<file path="src/rtl/galaxian_pkg.sv">
// Shared Galaxian definitions: formation size, pixel coordinate type and
// the hit-detector scan states.
package galaxian_pkg;

    localparam int unsigned NUM_ALIENS     = 12;
    localparam int unsigned ALIENS_PER_ROW = 6;

    typedef logic [9:0] coord_t;

    typedef enum logic [1:0] {
        IDLE,
        SCAN,
        DONE
    } hit_state_t;

endpackage

</file>
<file path="src/rtl/alien_box_cmp.sv">
// Combinational inclusive-bounds test of a point against one alien hit box
// whose top-left corner is (xl, yt).
module alien_box_cmp
    import galaxian_pkg::*;
#(
    parameter int unsigned ALIEN_W = 24,
    parameter int unsigned ALIEN_H = 16
) (
    input  logic [10:0] xl,
    input  logic [10:0] yt,
    input  coord_t      px,
    input  coord_t      py,
    output logic        hit
);

    logic [11:0] xl_w, yt_w, xr_w, yb_w, px_w, py_w;

    // One extra bit of headroom so the right/bottom edges never wrap.
    always_comb begin
        xl_w = {1'b0, xl};
        yt_w = {1'b0, yt};
        px_w = {2'b00, px};
        py_w = {2'b00, py};
        xr_w = xl_w + 12'(ALIEN_W) - 12'd1;
        yb_w = yt_w + 12'(ALIEN_H) - 12'd1;
        hit  = (px_w >= xl_w) && (px_w <= xr_w) &&
               (py_w >= yt_w) && (py_w <= yb_w);
    end

endmodule

</file>
<file path="src/rtl/alien_hit_detector.sv">
// Per-frame serial scan of the 12-alien formation against the player missile;
// produces sticky hit flags, a missile-retire pulse and an explosion timer.
module alien_hit_detector
    import galaxian_pkg::*;
#(
    parameter int unsigned COL_PITCH      = 32,
    parameter int unsigned ROW_PITCH      = 32,
    parameter int unsigned ALIEN_W        = 24,
    parameter int unsigned ALIEN_H        = 16,
    parameter int unsigned EXPLODE_FRAMES = 8
) (
    input  logic        Clk,
    input  logic        Reset,
    input  logic        frame_tick,
    input  logic        wave_clear,
    input  logic        missile_active,
    input  coord_t      missile_x,
    input  coord_t      missile_y,
    input  coord_t      form_x,
    input  coord_t      form_y,
    output logic [11:0] alien_hit,
    output logic        all_hit,
    output logic        missile_hit,
    output logic        explode_active,
    output logic [3:0]  explode_idx,
    output logic        busy
);

    localparam logic [3:0] LAST_IDX = 4'(NUM_ALIENS - 1);
    localparam logic [3:0] ROW_LEN  = 4'(ALIENS_PER_ROW);

    hit_state_t  state_q;
    logic [3:0]  idx_q;
    coord_t      mx_q, my_q, fx_q, fy_q;
    logic [11:0] hit_q;
    logic        mhit_q;
    logic [3:0]  ecnt_q;
    logic [3:0]  eidx_q;

    logic        row;
    logic [2:0]  col;
    logic [10:0] xl, yt;
    logic        box_hit;
    logic        match;

    always_comb begin
        row = (idx_q >= ROW_LEN);
        col = row ? 3'(idx_q - ROW_LEN) : idx_q[2:0];
        xl  = {1'b0, fx_q} + 11'(32'(col) * COL_PITCH);
        yt  = {1'b0, fy_q} + (row ? 11'(ROW_PITCH) : 11'd0);
    end

    alien_box_cmp #(
        .ALIEN_W (ALIEN_W),
        .ALIEN_H (ALIEN_H)
    ) u_cmp (
        .xl  (xl),
        .yt  (yt),
        .px  (mx_q),
        .py  (my_q),
        .hit (box_hit)
    );

    assign match = box_hit && !hit_q[idx_q];

    always_ff @(posedge Clk) begin
        if (Reset) begin
            state_q <= IDLE;
            idx_q   <= '0;
            mx_q    <= '0;
            my_q    <= '0;
            fx_q    <= '0;
            fy_q    <= '0;
            hit_q   <= '0;
            mhit_q  <= 1'b0;
            ecnt_q  <= '0;
            eidx_q  <= '0;
        end else if (wave_clear) begin
            state_q <= IDLE;
            hit_q   <= '0;
            mhit_q  <= 1'b0;
            ecnt_q  <= '0;
            eidx_q  <= '0;
        end else begin
            mhit_q <= 1'b0;
            // A hit below reloads the counter, overriding this decrement.
            if (frame_tick && (ecnt_q != '0))
                ecnt_q <= ecnt_q - 4'd1;
            unique case (state_q)
                IDLE: begin
                    if (frame_tick && missile_active) begin
                        mx_q    <= missile_x;
                        my_q    <= missile_y;
                        fx_q    <= form_x;
                        fy_q    <= form_y;
                        idx_q   <= '0;
                        state_q <= SCAN;
                    end
                end
                SCAN: begin
                    if (match) begin
                        hit_q[idx_q] <= 1'b1;
                        mhit_q       <= 1'b1;
                        eidx_q       <= idx_q;
                        ecnt_q       <= 4'(EXPLODE_FRAMES);
                        state_q      <= DONE;
                    end else if (idx_q == LAST_IDX) begin
                        state_q <= DONE;
                    end else begin
                        idx_q <= idx_q + 4'd1;
                    end
                end
                DONE:    state_q <= IDLE;
                default: state_q <= IDLE;
            endcase
        end
    end

    assign alien_hit      = hit_q;
    assign all_hit        = &hit_q;
    assign missile_hit    = mhit_q;
    assign explode_active = (ecnt_q != '0);
    assign explode_idx    = eidx_q;
    assign busy           = (state_q != IDLE);

endmodule
</file>
<file path="config.mk">
export PLATFORM = sky130hd
export DESIGN_NAME = alien_hit_detector
export DESIGN_NICKNAME = d
export VERILOG_FILES = /design/src/rtl/galaxian_pkg.sv /design/src/rtl/alien_box_cmp.sv /design/src/rtl/alien_hit_detector.sv
export SDC_FILE = /design/constraint.sdc
export NUM_CORES = 1
export LEC_CHECK = 0
export ABC_AREA = 0
export CORE_MARGIN = 4
export CORE_UTILIZATION = 40
export DETAILED_ROUTE_END_ITERATION = 7
export DONT_BUFFER_PORTS = 1
export PLACE_DENSITY = 0.52
export SLEW_MARGIN = 20
export SYNTH_ARGS = -nofsm -noshare
export SYNTH_HDL_FRONTEND = slang
export SYNTH_HIERARCHICAL = 1
export SYNTH_SLANG_ARGS = --single-unit
</file>
<file path="constraint.sdc">
create_clock -name Clk -period 8.7 [get_ports Clk]
set_input_delay 1.74 -clock Clk [delete_from_list [all_inputs] [get_ports Clk]]
set_output_delay 1.74 -clock Clk [all_outputs]
set_load 0.02 [all_outputs]
</file>
Yosys cells after proc, flatten, opt, wreduce, memory -nomap -nowiden. Index checks and enable logic that the tools add are counted.

Logic and storage cells: 72. Input port bits: 45. Register bits after elaboration: 67.

Bitwise gates (word level): 3. Equal/unequal tests: 6. Reduce and logical (&&, ||, !) cells: 19. $add $sub $neg: 9. Mux-type cells: 18. Magnitude comparators: 7.

Operators with widths (number): adder 11 x 5 -> 12 bit (second input constant) (2); less-or-equal comparator 10 x 12 -> 1 bit (2); two-way mux 4 bit (6); subtractor 12 x 1 -> 12 bit (second input constant) (2); greater-or-equal comparator 10 x 11 -> 1 bit (2); bitwise OR 12 bit (1); AND reduction 12 bit (1); adder 10 x 6 -> 11 bit (1); adder 10 x 8 -> 11 bit (1); case mux 4 bit (2 select lines) (1); logical AND 1 bit (7); two-way mux 2 bit (3); two-way mux 6 bit (1); != test 2 bit (second input constant) (3); < comparator 4 x 5 -> 1 bit (second input constant) (1); AND reduction 5 bit (1); adder 4 x 1 -> 4 bit (second input constant) (1); binary-select mux 1 bit (select 4 bit) (1); demux 1 bit (select 4 bit) (1); == test 4 bit (second input constant) (1); greater-or-equal comparator 4 x 1 -> 1 bit (second input constant) (1); greater-or-equal comparator 4 x 3 -> 1 bit (second input constant) (1); case mux 2 bit (2 select lines) (1); AND reduction 2 bit (2); other kinds (14) (18).

Depth between registers and ports, before layout. Gate-level depths: netlist of run 1.

Word-level depth: 12. Depth in mapped cells: 23.

Hierarchy. Netlist of run 1, hierarchy kept.

Modules (own cells, without submodules): alien_hit_detector (cells each 357, area an instance 2942.8 um2, times used 1); alien_box_cmp (cells each 155, area an instance 1246.2 um2, times used 1).

Least setup slack after synthesis of run 1. Ideal clock, no wire load.

Path type: flip-flop to flip-flop. Start point: register idx_q[0]. End point: register eidx_q[3] (netlist: explode_idx[3]). Arrival time: 4.021 ns. Path slack: 4.609 ns. Clock period less this slack: 4.091 ns. Library setup time: 0.071 ns. Required time: 8.629 ns. Stages on the path, launching flop included: 22. Path through: dfxtp_1 buf_6 inv_1 ha_1 o21ai_0 nand2_1 ha_1 ha_1 xor2_1 nand3_1 or3_1 xnor2_1 ha_1 a2111oi_0 a221oi_1 nor4_2 nand3b_1 a21oi_1 o211a_1 buf_4 nand2_1 a21oi_1.

Elaborated cells on any way between the ends: 22. Classes of those cells: add/sub (7); order compare (5); mux (4); reduce/logical (6).

RTL lines: start: declaration (RTL line alien_hit_detector.sv:33) `logic [3:0] idx_q;`; start signal: assignment (RTL line alien_hit_detector.sv:110) `idx_q <= idx_q + 4'd1;`; greater-or-equal comparator 4 x 3 -> 1 bit (*) (RTL line alien_hit_detector.sv:47) `row = (idx_q >= ROW_LEN);`; two-way mux 6 bit (*) (RTL line alien_hit_detector.sv:50) `yt = {1'b0, fy_q} + (row ? 11'(ROW_PITCH) : 11'd0);`; adder 10 x 6 -> 11 bit (*) (RTL line alien_hit_detector.sv:50); named net yt[7] (RTL line alien_hit_detector.sv:42) `logic [10:0] xl, yt;`; adder 11 x 5 -> 12 bit (RTL line alien_box_cmp.sv:25) `yb_w = yt_w + 12'(ALIEN_H) - 12'd1;`; subtractor 12 x 1 -> 12 bit (RTL line alien_box_cmp.sv:25); less-or-equal comparator 10 x 12 -> 1 bit (RTL line alien_box_cmp.sv:27) `(py_w >= yt_w) && (py_w <= yb_w);`; logical AND 1 bit (*) (RTL line alien_box_cmp.sv:27); named net box_hit (RTL line alien_hit_detector.sv:43) `logic box_hit;`; logical AND 1 bit (*) (RTL line alien_hit_detector.sv:64) `assign match = box_hit && !hit_q[idx_q];`; AND reduction 2 bit (no source line) (*); end signal: assignment (RTL line alien_hit_detector.sv:104) `eidx_q <= idx_q;`; end: declaration (RTL line alien_hit_detector.sv:38) `logic [3:0] eidx_q;`.

Mark *: on every way through the listed nets, which the timed path passes. The rest lies on a longest branch. The select of a mux whose other input is x is not followed. A chain may end at the register's enable or synchronous reset.

Worst setup path after layout of run 1.
Start point: register idx_q[0]. End point: register eidx_q[1] (netlist: explode_idx[1]).

The elaborated chain is that of the path after synthesis.

==> summary.txt, run 1 <==
Synthesis
  – Yosys reg bits: 67
  – Top post-synthesis cells by area: dfxtp_1, ha_1, nand2_1, a21oi_1, xnor2_1
  – Share of the yosys chip area belonging to registers: 32.02%
  – Avg Inst Size Synth: 8.182 µm²
  – Syn Nets: 612
  – Synthesized area: 4189 µm²
  – Total of warnings raised by yosys: 6
  – Number of enable-type register cells in the synthesized netlist: 0
  – Synth top area share: 32.02%
  – Count of cell types in the netlist: 61
  – Primary FF master, synth: dfxtp_1
  – Share of synthesized flip-flops with an asynchronous set or reset: 0%
  – Leading area contributor after synthesis: dfxtp_1
  – Gate count after technology mapping: 512

Worst setup path
  – Slowest stage cell, crit path: dfxtp_1
  – Setup Crit Path Kind: flip-flop to flip-flop
  – CP Max Fanout: 14
  – Worst Path Required: 8.92 ns
  – Arrival time of data at the critical path endpoint: 5.25 ns
  – Critical Path Most Common Cell: ha_1
  – Ordered list of cells on the worst path: inv_1 > ha_1 > o21ai_0 > nand2_1 > ha_1 > ha_1 > xor2_1 > nand3_1 > or3_1 > xnor2_1 > ha_1 > a2111oi_0 > a221oi_1 > nor4_2 > nand3b_1 > a21oi_1 > o211a_1 > mux2i_1 > nor2_1
  – Kind of capture point of the worst setup path: flip-flop
  – Largest stage delay on the critical path: 0.65 ns
  – Kind of launch point of the worst setup path: flip-flop

Timing
  – Sum Neg Setup Slack: 0 ns
  – Setup repair after global routing missed its margin: false
  – Minimum period implied by the final worst setup slack: 5.032 ns
  – Finish-stage setup viols: 0
  – Maximum operating frequency: 198.7 MHz
  – Number of hold violations in the final report: 0
  – Post-Route Skew: 0.01587 ns
  – Worst max-slew margin expressed relative to the limit: 57.79%
  – Final worst path period share: 57.84%
  – Slew at the pin closest to its max-slew limit: 0.6283 ns
  – Final max-slew violation count: 0

Placement
  – Final estimated routing congestion in global placement: 0.8181
  – Placed wire-length estimate after detailed placement: 7565 µm
  – Count of input and output buffers: 0

Clock network
  – Hold-fix buffers, CTS: 0
  – Clock tree sinks: 67
  – Clock transition at the registers of the reported paths: 0.07 ns
  – Clock insertion delay at the later pin of the skew report: 0.34 ns
  – Post-CTS setup buffer count: 0
  – Total number of H-tree levels: 3
  – Number of buffers on the longest clock path: 2
  – Number of buffers added by the clock tree synthesis step: 9
  – Number of instances resized during post-cts repair: 0
  – Clock tree from TritonCTS: built
  – CTS root buffer: clkbuf_8

Drt
  – Routed vias: 3432
  – Vias per inst: 5.329
  – Number of routed nets with antenna violations: 0
  – Number of DRC violations after detailed-routing iteration 0: 134
  – Count of unresolved DRC violations after routing: 0
  – Drt first pass iters: 4
  – Detailed-route wire length per cell: 15.33 µm
  – Wire length reported by the detailed router: 9871 µm

Power and ir drop
  – Overall power: 703.1 µW
  – NetSw: 177.2 µW
  – Cell-internal power: 525.9 µW
  – Portion of total power attributed to sequential cells: 45.7%
  – Fraction of power spent switching nets: 25.20%
  – Part of the power in combinational logic: 11.1%
  – Leakage: 0.001676 µW
  – Power per standard cell area: 155.6 nW/µm²
  – Max IR drop VDD: 0.00009580 V
  – Share of power burned in the clock network: 43.2%

Global routing
  – Initial antenna violation count: 0
  – Tot GR Track Use: 16.91%
  – Pin count of the biggest net entering global routing: 43
  – Global-route wire length before repair: 16210 µm
  – Total congestion overflow: 0
  – Vias in the first global route: 3305

Floorplanning
  – Die area: 12170 µm²
  – Number of standard-cell rows in the floorplan: 37
  – Ports placed on the boundary: 65
  – Core outline area: 10280 µm²
  – Height of the die: 110.3 µm
  – Die width: 110.3 µm
  – Initial core utilization: 40.76%

Status
  – Result of the run: completed

Final layout
  – Number of antenna diodes: 0
  – Fraction of layout cells with a size suffix above 1: 8.661%
  – Commonest non-fill, non-tap cells in the layout: nand2_1, dfxtp_1, a21oi_1
  – Layout-stage area growth over the synthesis result: 7.885%
  – Total Nets Final: 603
  – Leading cell type in the layout, fill and taps excluded: nand2_1

Run
  – Max-cap violations: 0

Min path
  – Hold Crit Class: flip-flop to flip-flop
## per-layer routing
metal	up-vias	routed length [µm]	GRT usage, %
met1	1576	4540	22.57
met5	-	0	0
met3	11	629	4.252
li1	1756	-	-
met4	0	199	5.893
met2	89	4502	26.56
## sequential cells by signal, indices dropped and copies added, names as in the netlist
register and count:
alien_hit 12, ecnt_q 4, explode_idx 4, fx_q 10
fy_q 10, idx_q 4, missile_hit 1, mx_q 10
my_q 10, state_q 2
## kinds of logic after synthesis
group                      synth area share [%]
xor gates and xnor gates                  5.018
AOI/OAI and AO/OA                         18.28
buffers and inverters                     5.167
DFF                                       32.02
adders and majority gates                 16.61
and+or+nand+nor                           20.61
muxes                                     2.300
## through the flow
| step | instances | hold WS, ns | setup slack (ns) | area (µm²) | util (%) |
|---|---|---|---|---|---|
| final | 644 | 0.4542 | 3.668 | 4519 | 43.97 |
| after global routing | 644 | 0.4824 | 3.220 | 4519 | 43.97 |
| after floorplan | 512 | 0.4363 | 4.609 | 4189 | - |
| after detailed placement | 628 | 0.4443 | 3.800 | 4283 | 41.67 |
| after global placement | 628 | 0.4422 | 3.892 | 4283 | 41.67 |
| after CTS | 644 | 0.4546 | 3.756 | 4519 | 43.97 |
## synth_stat cells, drive strengths merged, types with 3 or more instances
master and n:
dfxtp 67, ha 54, a21boi 3, a2111oi 3, o21a 6, o21ai 6, a21oi 58, buf 4
nor3 7, xnor2 20, xor2 4, inv 32, clkbuf 18, mux2i 4, a21o 5, nor2b 4
mux2 3, nand2 102, or2 3, nor4 4, nand4 10, nor2 33, o211ai 3, and3 5
a221oi 3, a31oi 12, nand3 10
## worst max-delay path, delay by kind of cell (launching register included)
family                   cells  cell delay (ns)
multiplexers                 1             0.23
AO/OA/AOI/OAI                5             1.52
flip-flops                   1             0.65
buffers and inverters        1             0.13
XOR/XNOR                     2             0.36
adder cells (fa/ha/maj)      4             0.99
AND/OR/NAND/NOR              6             1.03
## layout make-up
cell class,instances,area [µm²]
fillers,1036,5758
multi-input cells,391,2636
flip-flops and latches,67,1341
well taps,136,170.2
clock buffers,11,151.4
inverters,32,120.1
clock inverters,5,85.08
repair buffers,2,15.01
## final timing paths
path / endpoint / cells past startpoint / slack (ns) / startpoint
setup reg to reg: explode_idx[1] / 19 / 3.67 / idx_q[0]
hold reg to reg: mx_q[0] / 2 / 0.45 / mx_q[0]
hold / removal: mx_q[0] / 2 / 0.45 / mx_q[0]
setup / recovery: explode_idx[1] / 19 / 3.67 / idx_q[0]
## power groups by stage
stage / combinational, µW / sequential (µW) / clock (µW)
2_1_floorplan: 66.6 / 325 / 0
3_3_place_gp: 77.2 / 328 / 0
3_5_place_dp: 78.6 / 329 / 0
4_1_cts: 79.0 / 321 / 314
5_1_grt: 89.0 / 322 / 331
6_report: 78.4 / 321 / 304
Power figures use the tool's default switching activity.
==> inputs of run 2 (changes only) <==
--- a/config.mk
+++ b/config.mk
@@ -10,7 +10,7 @@
 export CORE_UTILIZATION = 40
 export DETAILED_ROUTE_END_ITERATION = 7
 export DONT_BUFFER_PORTS = 1
-export PLACE_DENSITY = 0.52
+export PLACE_DENSITY = 0.54
 export SLEW_MARGIN = 20
 export SYNTH_ARGS = -nofsm -noshare
 export SYNTH_HDL_FRONTEND = slang
==> constraint.sdc (replaced) <==
create_clock -name Clk -period 4.4 [get_ports Clk]
set_input_delay 0.88 -clock Clk [delete_from_list [all_inputs] [get_ports Clk]]
set_output_delay 0.88 -clock Clk [all_outputs]
set_load 0.02 [all_outputs]
==> run 2 against run 1 <==
Compared with the run above: worst hold slack worse by 0.0022 ns; design area up 2.3%; total power grew 85%; combinational power grew 110%; fmax grew 22%; critical path type unchanged; critical endpoint is now explode_idx[0]; highest routed layer unchanged.
==> summary.txt, run 2 (synthesized netlist as in run 1, its figures left out) <==
Status
  – Result of the run: completed (unchanged)

Timing
  – Fin worst setup slack: 0.2767 ns (was 3.668 ns)
  – Number of hold violations in the final report: 0 (unchanged)
  – Post-Route Skew: 0.006495 ns (was 0.01587 ns)
  – Final worst path period share: 93.71% (was 57.84%)
  – Final max-slew violation count: 0 (unchanged)
  – Finish-stage setup viols: 0 (unchanged)
  – Slew at the pin closest to its max-slew limit: 0.6236 ns (was 0.6283 ns)
  – Worst max-slew margin expressed relative to the limit: 58.11% (was 57.79%)
  – Maximum operating frequency: 242.5 MHz (was 198.7 MHz)
  – Sum Neg Setup Slack: 0 ns (unchanged)
  – Minimum period implied by the final worst setup slack: 4.123 ns (was 5.032 ns)

Floorplanning
  – Ports placed on the boundary: 65 (unchanged)
  – Height of the die: 110.3 µm (unchanged)
  – Core outline area: 10280 µm² (unchanged)
  – Die area: 12170 µm² (unchanged)
  – Die width: 110.3 µm (unchanged)
  – Number of standard-cell rows in the floorplan: 37 (unchanged)
  – Initial core utilization: 40.76% (unchanged)

Final layout
  – Final std cell area, no fill: 4623 µm² (was 4519 µm²)
  – Largest register FFs: 12 (unchanged)
  – Final core occ: 44.98% (was 43.97%)
  – Layout-stage area growth over the synthesis result: 10.36% (was 7.885%)
  – Total Nets Final: 617 (was 603)
  – Leading cell type in the layout, fill and taps excluded: nand2_1 (unchanged)
  – Commonest non-fill, non-tap cells in the layout: nand2_1, dfxtp_1, a21oi_1 (unchanged)
  – Final cell count without fillers: 658 (was 644)
  – Number of antenna diodes: 0 (unchanged)
  – Fraction of layout cells with a size suffix above 1: 11.88% (was 8.661%)

Clock network
  – Clock insertion delay at the later pin of the skew report: 0.34 ns (about the same)
  – CTS root buffer: clkbuf_8 (unchanged)
  – Clock tree from TritonCTS: built (unchanged)
  – Clock tree sinks: 67 (unchanged)
  – Total number of H-tree levels: 3 (unchanged)
  – Number of buffers on the longest clock path: 2 (unchanged)
  – Number of buffers added by the clock tree synthesis step: 9 (unchanged)
  – Clock transition at the registers of the reported paths: 0.07 ns (about the same)

Run
  – Max-cap violations: 0 (unchanged)

Power and ir drop
  – Portion of total power attributed to sequential cells: 48.7% (was 45.7%)
  – NetSw: 331.2 µW (was 177.2 µW)
  – Share of power burned in the clock network: 38.7% (was 43.2%)
  – Leakage: 0.001741 µW (was 0.001676 µW)
  – Fraction of power spent switching nets: 25.41% (was 25.20%)
  – Max IR drop VDD: 0.0001655 V (was 0.00009580 V)
  – Part of the power in combinational logic: 12.7% (was 11.1%)
  – Power per standard cell area: 281.9 nW/µm² (was 155.6 nW/µm²)
  – Cell-internal power: 972.2 µW (was 525.9 µW)

Drt
  – Drt first pass iters: 4 (unchanged)
  – Number of DRC violations after detailed-routing iteration 0: 147 (was 134)
  – Routed vias: 3467 (was 3432)
  – Vias per inst: 5.269 (was 5.329)
  – Met1 wire length: 4599 µm (was 4540 µm)
  – Count of unresolved DRC violations after routing: 0 (unchanged)
  – Wire length reported by the detailed router: 9960 µm (was 9871 µm)
  – Detailed-route wire length per cell: 15.14 µm (was 15.33 µm)
  – Amount of wire on met2 after detailed routing: 4843 µm (was 4502 µm)
  – Uppermost metal layer occupied by signal nets: met4 (unchanged)
  – Met3 wire length: 438 µm (was 629 µm)
  – Number of routed nets with antenna violations: 0 (unchanged)

Worst setup path
  – Total buffers and inverters traversed by the critical path: 6 (was 1)
  – Arrival time of data at the critical path endpoint: 4.34 ns (was 5.25 ns)
  – Worst Path Required: 4.62 ns (was 8.92 ns)
  – Ordered list of cells on the worst path: inv_1 > ha_1 > buf_4 > a21oi_1 > o21ai_2 > inv_1 > fa_2 > inv_1 > xnor2_2 > ha_1 > a21oi_1 > a21boi_1 > a2111oi_4 > a221oi_2 > nor4_2 > buf_4 > nand3b_1 > a21oi_2 > o211ai_2 > buf_4 > mux2i_1 > nor2_1 (was inv_1 > ha_1 > o21ai_0 > nand2_1 > ha_1 > ha_1 > xor2_1 > nand3_1 > or3_1 > xnor2_1 > ha_1 > a2111oi_0 > a221oi_1 > nor4_2 > nand3b_1 > a21oi_1 > o211a_1 > mux2i_1 > nor2_1)
  – Slowest stage cell, crit path: fa_2 (was dfxtp_1)
  – Largest stage delay on the critical path: 0.43 ns (was 0.65 ns)
  – Kind of launch point of the worst setup path: flip-flop (unchanged)
  – CP Max Fanout: 5 (was 14)
  – Crit path max-delay family: compound AO/OA/AOI/OAI gates (unchanged)
  – Kind of capture point of the worst setup path: flip-flop (unchanged)
  – Setup Crit Path Kind: flip-flop to flip-flop (unchanged)

Global routing
  – Pin count of the biggest net entering global routing: 43 (unchanged)
  – Initial antenna violation count: 0 (unchanged)
  – Total congestion overflow: 0 (unchanged)
  – Global-route wire length before repair: 16520 µm (was 16210 µm)
  – Vias in the first global route: 3425 (was 3305)
  – Tot GR Track Use: 17.25% (was 16.91%)

Placement
  – Placement-stage cell area: 4358 µm² (was 4283 µm²)
  – Placed cell count: 638 (was 628)
  – Final estimated routing congestion in global placement: 0.8493 (was 0.8181)
  – Placed wire-length estimate after detailed placement: 7720 µm (was 7565 µm)
  – Count of input and output buffers: 0 (unchanged)
  – Pre-CTS WS: -0.01743 ns (was 3.800 ns)

Min path
  – Hold Crit Class: flip-flop to flip-flop (unchanged)
==> run 2: cell count changes in the layout (fill, tap and decap cells not counted), moves of 2 or more <==
cell / previous run / this run
o21ai_2: 0 / 2
clkbuf_1: 0 / 4
xnor2_1: 20 / 18
clkinv_4: 2 / 0
buf_4: 2 / 15
xnor2_2: 0 / 2
o21ai_0: 6 / 3
==> run 2: metal layers <==
metal	GRT usage [%]	vias up
li1	-	1792
met1	22.02	1621
met2	29.03	46
met3	4.543	8
met4	4.222	0
met5	0	-
==> run 2: timing repair <==
item,CTS,global route
buffers inserted,3,1
pin swaps,2,4
hold buffers,0,0
gates resized for setup,1,11
setup endpoints to repair,8,25
endpoints found under the hold margin,0,0
==> run 2: cell type report <==
cell class | count | area, µm²
well taps | 136 | 170.2
clock inverters | 2 | 35.03
flip-flops and latches | 67 | 1341
multi-input cells | 391 | 2680
fillers | 1040 | 5654
inverters | 32 | 120.1
repair buffers | 16 | 123.9
clock buffers | 14 | 152.6
==> run 2: worst register-to-register path, delay by kind of cell (launching register included) <==
kind / cells / cell delay [ns]
AOI/OAI and AO/OA: 8 / 1.29
adders and majority gates: 3 / 0.90
buffers and inverters: 6 / 0.84
and+or+nand+nor: 3 / 0.40
DFF: 1 / 0.33
xor gates and xnor gates: 1 / 0.14
muxes: 1 / 0.13
==> run 2: stage by stage <==
step	total power [µW]	hold WS [ns]
3_5_place_dp	806.8	0.4430
3_3_place_gp	803.5	0.4439
5_1_grt	1374	0.4815
6_report	1303	0.4520
2_1_floorplan	774.9	0.4363
4_1_cts	1317	0.4531
==> run 2: power groups by stage <==
stage / sequential [µW] / clock, µW / combinational, µW
4_1_cts: 634 / 519 / 164
3_3_place_gp: 648 / 0 / 156
5_1_grt: 636 / 551 / 187
2_1_floorplan: 643 / 0 / 132
6_report: 634 / 504 / 165
3_5_place_dp: 648 / 0 / 159
==> run 2: final timing paths <==
path / cells after the start / end / start / slack, ns
max reg2reg: 22 / explode_idx[0] / idx_q[0] / 0.28
min: 2 / my_q[0] / my_q[0] / 0.45
max: 22 / explode_idx[0] / idx_q[0] / 0.28
min reg2reg: 2 / my_q[0] / my_q[0] / 0.45
